File: src/rtl/alu_pkg.sv
// Shared opcodes, FSM states and flag bundle for the Y86-64 ALU.
// Consumers: alu_cc_seq, alu_mul_iter.
package alu_pkg;

  localparam logic [2:0] OP_ADD = 3'b000;
  localparam logic [2:0] OP_SUB = 3'b001;
  localparam logic [2:0] OP_AND = 3'b010;
  localparam logic [2:0] OP_XOR = 3'b011;
  localparam logic [2:0] OP_MUL = 3'b100;

  typedef enum logic {
    S_IDLE = 1'b0,
    S_MUL  = 1'b1
  } state_e;

  typedef struct packed {
    logic zf;
    logic sf;
    logic of;
  } flags_t;

endpackage

File: src/rtl/alu_mul_iter.sv
// W-cycle shift-add signed multiplier over operand magnitudes.
// The sign is applied to the final sum; done_o marks the last cycle.
module alu_mul_iter
  import alu_pkg::*;
#(
  parameter int W = 64
) (
  input  logic           clk,
  input  logic           rst_n,
  input  logic           start_i,
  input  logic [W-1:0]   a_i,
  input  logic [W-1:0]   b_i,
  output logic           done_o,
  output logic [2*W-1:0] prod_o
);

  localparam int CW = $clog2(W);

  logic           run_q;
  logic [CW-1:0]  cnt_q;
  logic           neg_q;
  logic [2*W-1:0] mcand_q;
  logic [W-1:0]   mplier_q;
  logic [2*W-1:0] acc_q;
  logic [2*W-1:0] acc_d;
  logic [W-1:0]   a_mag;
  logic [W-1:0]   b_mag;

  assign a_mag = a_i[W-1] ? -a_i : a_i;
  assign b_mag = b_i[W-1] ? -b_i : b_i;

  // Accumulate this cycle's partial product and form the signed result.
  always_comb begin
    acc_d  = acc_q + (mplier_q[0] ? mcand_q : '0);
    done_o = run_q && (cnt_q == CW'(W - 1));
    prod_o = neg_q ? -acc_d : acc_d;
  end

  // Iteration state: one multiplier bit consumed per cycle.
  always_ff @(posedge clk) begin
    if (!rst_n) begin
      run_q    <= 1'b0;
      cnt_q    <= '0;
      neg_q    <= 1'b0;
      mcand_q  <= '0;
      mplier_q <= '0;
      acc_q    <= '0;
    end else if (start_i) begin
      run_q    <= 1'b1;
      cnt_q    <= '0;
      neg_q    <= a_i[W-1] ^ b_i[W-1];
      mcand_q  <= {{W{1'b0}}, a_mag};
      mplier_q <= b_mag;
      acc_q    <= '0;
    end else if (run_q) begin
      acc_q    <= acc_d;
      mcand_q  <= mcand_q << 1;
      mplier_q <= mplier_q >> 1;
      cnt_q    <= cnt_q + 1'b1;
      if (done_o) run_q <= 1'b0;
    end
  end

endmodule

File: src/rtl/alu_cc_seq.sv
// Sequential Y86-64 ALU with registered result, flags and CC register.
// Optional iterative multiply enabled by macro ALU_CC_MUL_EN.
module alu_cc_seq
  import alu_pkg::*;
#(
  parameter int W = 64
) (
  input  logic         clk,
  input  logic         rst_n,
  input  logic         in_valid,
  output logic         in_ready,
  input  logic [2:0]   opcode,
  input  logic [W-1:0] a,
  input  logic [W-1:0] b,
  input  logic         set_cc,
  output logic         out_valid,
  input  logic         out_ready,
  output logic [W-1:0] res,
  output logic         zf,
  output logic         sf,
  output logic         of,
  output logic         illegal,
  output logic         cc_zf,
  output logic         cc_sf,
  output logic         cc_of,
  output logic         busy
);

  state_e       state_q, state_d;
  logic [W-1:0] res_q, res_d;
  flags_t       flg_q, flg_d;
  flags_t       cc_q, cc_d;
  logic         ill_q, ill_d;
  logic         vld_q, vld_d;
  logic         fire;
  logic [W-1:0] alu_res;
  logic         alu_of;
  flags_t       alu_fl;
  logic         legal;
  logic         is_mul;

  assign in_ready = (state_q == S_IDLE)
                 && (!vld_q || out_ready);
  assign fire = in_valid && in_ready;

  // Single-cycle ops: result, overflow and legality decode.
  always_comb begin
    alu_res = '0;
    alu_of  = 1'b0;
    legal   = 1'b1;
    is_mul  = 1'b0;
    unique case (1'b1)
      (opcode == OP_ADD): begin
        alu_res = a + b;
        alu_of  = (a[W-1] == b[W-1])
               && (alu_res[W-1] != a[W-1]);
      end
      (opcode == OP_SUB): begin
        alu_res = a - b;
        alu_of  = (a[W-1] != b[W-1])
               && (alu_res[W-1] != a[W-1]);
      end
      (opcode == OP_AND): alu_res = a & b;
      (opcode == OP_XOR): alu_res = a ^ b;
`ifdef ALU_CC_MUL_EN
      (opcode == OP_MUL): is_mul = 1'b1;
`endif
      default: legal = 1'b0;
    endcase
    alu_fl = legal
      ? flags_t'{alu_res == '0, alu_res[W-1], alu_of}
      : flags_t'(3'b000);
  end

`ifdef ALU_CC_MUL_EN
  logic           mul_done;
  logic [2*W-1:0] mul_prod;
  logic [W-1:0]   mul_res;
  flags_t         mul_fl;
  logic           pcc_q;

  alu_mul_iter #(.W(W)) u_mul (
    .clk     (clk),
    .rst_n   (rst_n),
    .start_i (fire && is_mul),
    .a_i     (a),
    .b_i     (b),
    .done_o  (mul_done),
    .prod_o  (mul_prod)
  );

  assign mul_res = mul_prod[W-1:0];
  assign mul_fl = flags_t'{
    mul_res == '0,
    mul_res[W-1],
    mul_prod[2*W-1:W] != {W{mul_res[W-1]}}
  };

  // Remember whether the in-flight multiply commits its flags.
  always_ff @(posedge clk) begin
    if (!rst_n) pcc_q <= 1'b0;
    else if (fire && is_mul) pcc_q <= set_cc;
  end

  assign busy = (state_q == S_MUL);
`else
  assign busy = 1'b0;
`endif

  // Next state, output register load and CC commit.
  always_comb begin
    state_d = state_q;
    res_d   = res_q;
    flg_d   = flg_q;
    ill_d   = ill_q;
    cc_d    = cc_q;
    vld_d   = vld_q && !out_ready;
    unique case (state_q)
      S_IDLE: begin
        if (fire && is_mul) begin
          state_d = S_MUL;
        end else if (fire) begin
          vld_d = 1'b1;
          res_d = alu_res;
          flg_d = alu_fl;
          ill_d = !legal;
          if (set_cc && legal) cc_d = alu_fl;
        end
      end
      S_MUL: begin
`ifdef ALU_CC_MUL_EN
        if (mul_done) begin
          state_d = S_IDLE;
          vld_d   = 1'b1;
          res_d   = mul_res;
          flg_d   = mul_fl;
          ill_d   = 1'b0;
          if (pcc_q) cc_d = mul_fl;
        end
`else
        state_d = S_IDLE;
`endif
      end
      default: state_d = S_IDLE;
    endcase
  end

  // Registered state with synchronous active-low reset.
  always_ff @(posedge clk) begin
    if (!rst_n) begin
      state_q <= S_IDLE;
      res_q   <= '0;
      flg_q   <= '0;
      cc_q    <= '0;
      ill_q   <= 1'b0;
      vld_q   <= 1'b0;
    end else begin
      state_q <= state_d;
      res_q   <= res_d;
      flg_q   <= flg_d;
      cc_q    <= cc_d;
      ill_q   <= ill_d;
      vld_q   <= vld_d;
    end
  end

  assign out_valid = vld_q;
  assign res       = res_q;
  assign zf        = flg_q.zf;
  assign sf        = flg_q.sf;
  assign of        = flg_q.of;
  assign illegal   = ill_q;
  assign cc_zf     = cc_q.zf;
  assign cc_sf     = cc_q.sf;
  assign cc_of     = cc_q.of;

endmodule

File: config.mk
export PLATFORM = sky130hd
export DESIGN_NAME = alu_cc_seq
export DESIGN_NICKNAME = d
export VERILOG_FILES = /design/src/rtl/alu_pkg.sv /design/src/rtl/alu_mul_iter.sv /design/src/rtl/alu_cc_seq.sv
export SDC_FILE = /design/constraint.sdc
export NUM_CORES = 1
export LEC_CHECK = 0
export ABC_AREA = 1
export CORE_MARGIN = 2
export CORE_UTILIZATION = 44
export DETAILED_ROUTE_END_ITERATION = 12
export GPL_ROUTABILITY_DRIVEN = 1
export GPL_TIMING_DRIVEN = 0
export PLACE_DENSITY = 0.66
export SLEW_MARGIN = 15
export SYNTH_ARGS = -nofsm -noshare
export SYNTH_HDL_FRONTEND = slang
export SYNTH_SLANG_ARGS = --single-unit
File: constraint.sdc
create_clock -name clk -period 6.46 [get_ports clk]
set_input_delay 0.646 -clock clk [delete_from_list [all_inputs] [get_ports clk]]
set_output_delay 0.646 -clock clk [all_outputs]
set_load 0.05 [all_outputs]
==> impl_metrics.ini <==
[cts]
clkLatencyLatePin_ps = 340
root_buffer = clkbuf_16
postCtsSetupRepairBufs = 0
numCtsBuffers = 9
cts_tree = built
cts_resized = 0
htreeDepth = 3
cts_hold_buf = 0
ctsLongestPathBuffers = 2
cts_sinks = 72
clkTransAtPathRegs_ps = 60

[timing]
period_minus_slack_ps = 4480
fin_setup_tns_ps = 0
max_freq_mhz = 223
worst_pin_slew_ps = 1310
drv_slew = 0
hold_slack_ps = 486
setup_viol = 0
relSlewSlack_pct = 12.5
rsz0062_at_grt = false
fin_skew_ps = 6.52
hold_violations = 0
period_share_pct = 69.3

[worst_setup_path]
r2r_start = out_valid
r2r-end = res[63]
r2r_slack_ps = 4180
startpoint = a[0]
endpoint = cc_zf
critPathCaptureType = register
cp_max_fo = 4
path_class = input port to register
worst_ep_required_time_ps = 6730
start_kind = input port
rr_worst_depth = 7
crit_arrival_ps = 4750

[synthesis]
synth_nets = 3584
ys_warn_count = 0
synth_top_area_cell = nand2_1
yosysMostFrequentCell = nand2_1
ys_types = 44
synth_edf_count = 0
synth_common_cells = nand2_1 (1112), inv_1 (714), nor2_1 (381), nand3_1 (300), ha_1 (128)
synth_area_leaders = nand2_1 (25%), inv_1 (16%), ha_1 (9.7%), nand3_1 (9.1%), dfxtp_1 (8.7%)
synthArstFlopShare_pct = 0
ys_seq_elements = 72
ys_seq_area_share_pct = 8.70
ys.flop_type = dfxtp_1
syn_area_sq_mm = 0.0166
synth_cells = 3318
syn_area_per_cell_sq_um = 4.99
synth_top_area_share_pct = 25.2

[detailed_routing]
drc = 0
wl_per_cell_um = 20.7
routed_via_density = 5.52
drt_iter0_drc = 2798
ant_nets = 0
num_vias = 22400
firstDrtPassIters = 7
route.final.wire_length_um = 84100

[finish]
drive_gt1_share_pct = 5.22
design_area_sq_mm = 0.0196
area_delta_synth_final_pct = 18.5
nNetsFinal = 3803

[die]
io_pins = 210
coreArea_sq_mm = 0.0374
floorplan.initialDensity_pct = 44.3
die_h_um = 198
rows = 71
dieWidth_um = 198
dieArea_sq_mm = 0.0392

[global_routing]
grt_use_total_pct = 42.0
first_global_vias = 20600
grt_max_degree = 15
overflow = 0
grt_pass1_wl_um = 123000
antenna_found_initial = 3

[placement]
portBuffers = 208
placed_cell_area_sq_mm = 0.0193
dp_hpwl_um = 72100
place.gp.congestion = 1.07

[pwr]
p_int_uw = 1350
p_leak_uw = 0.0113
share_seq_of_total_power_pct = 17.7
p_sw_uw = 1480
pwr-share-clk_pct = 19.2
combPwrFrac_pct = 63.1
cellPowerDensity_mw_per_mm2 = 145
swShare_pct = 52.3
vdd_drop_max_uv = 150

[run_status]
status = finished clean

[job]
drv_cap = 0

[worst_hold_path]
hp-class = register to register
cells in the final DEF (no fill, tap or decap), drive strengths merged:
master and count:
nor3 21, a21boi 2, a31o 1, bufinv 2, and3 2, xor2 2, and2 3, xnor2 1
nor2 420, conb 1, o22ai 8, nand4 43, a31oi 2, clkdlybuf4s50 208, a211oi 1, nand3b 1
o21ai 99, clkbuf 35, a21o 1, o21bai 20, nand3 312, inv 733, a21oi 129, o211ai 22
nor4 4, dfxtp 72, diode 6, buf 78, a22oi 54, nand2 1129, ha 128, clkinv 4
fa 2, clkinvlp 2
worst min-delay path by stage:
stage / start / to / slack [ps] / cells after the start
2_1_floorplan: cc_of / cc_of / 690 / 2
3_3_place_gp: res[63] / res[63] / 460 / 2
3_5_place_dp: cc_of / cc_of / 460 / 2
4_1_cts: cc_of / cc_of / 470 / 2
5_1_grt: cc_of / cc_of / 510 / 2
6_report: cc_of / cc_of / 490 / 2
power groups by stage:
stage | clock [uW] | sequential, uW | combinational [uW]
global placement | 0 | 507 | 1680
floorplan | 0 | 626 | 957
CTS | 544 | 501 | 1720
detailed placement | 0 | 510 | 1710
global route | 566 | 504 | 1920
finish | 545 | 502 | 1790
sequential cells by signal (all words and copies together), names as in the netlist:
| register | flops |
|---|---|
| res | 64 |
| cc_of | 1 |
| cc_sf | 1 |
| cc_zf | 1 |
| out_valid | 1 |
| sf | 1 |
| zf | 1 |
| of | 1 |
| illegal | 1 |
routing by layer:
layer	routed length (um)	GRT usage, %	share of wire [%]	vias to the layer above
li1	-	-	-	10600
met1	35200	56.1	42	10200
met5	14	0	0.017	-
met2	35100	64.9	42	1403
met4	2980	14.4	3.5	2
met3	10800	11.3	13	190
layout make-up:
type	instances	area [sq um]
diodes	6	15.0
plain buffers	104	612
clock buffers	9	225
clock inverters	7	101
fillers	4028	17800
inverters	734	2760
multi-input cells	2408	11800
flip-flops and latches	72	1440
well taps	511	639
repair buffers	208	2080
metrics by stage:
stage	utilization [%]	cells	total power, uW	setup WS, ps
floorplan	-	3318	1580	3600
global placement	51.6	4037	2190	1960
detailed placement	51.6	4037	2220	1880
CTS	52.4	4053	2760	2200
global route	52.4	4053	2990	1820
finish	52.5	4059	2840	1980
worst max-delay path, stage by stage:
cell and delay [ps]:
clkdlybuf4s50_1 490, inv_1 60, ha_1 210, fa_1 440, inv_1 130, nand3_1 120, nand2_2 200, nand2_1 90
nand2_1 260, nand3_1 150, nand3_1 310, nand2_1 170, nand3_1 100, nand2_1 50, nand3_1 100, nand3_1 280
nor2_1 200, nand2_1 90, nor2_1 180, nand3_1 90, nor2_1 190, nor2_1 60, nor2_1 100
kinds of logic (layout without fill, tap and decap cells):
group | count (synthesis) | count (layout) | synth area share (%)
other | 1 | 7 | 0.0226
and+or+nand+nor | 1935 | 1935 | 48.9
AOI/OAI and AO/OA | 339 | 339 | 12.0
buffers and inverters | 838 | 1062 | 20.3
adders and majority gates | 130 | 130 | 9.91
DFF | 72 | 72 | 8.70
xor gates and xnor gates | 3 | 3 | 0.159
Note: power is estimated with default switching activity, not from simulation.
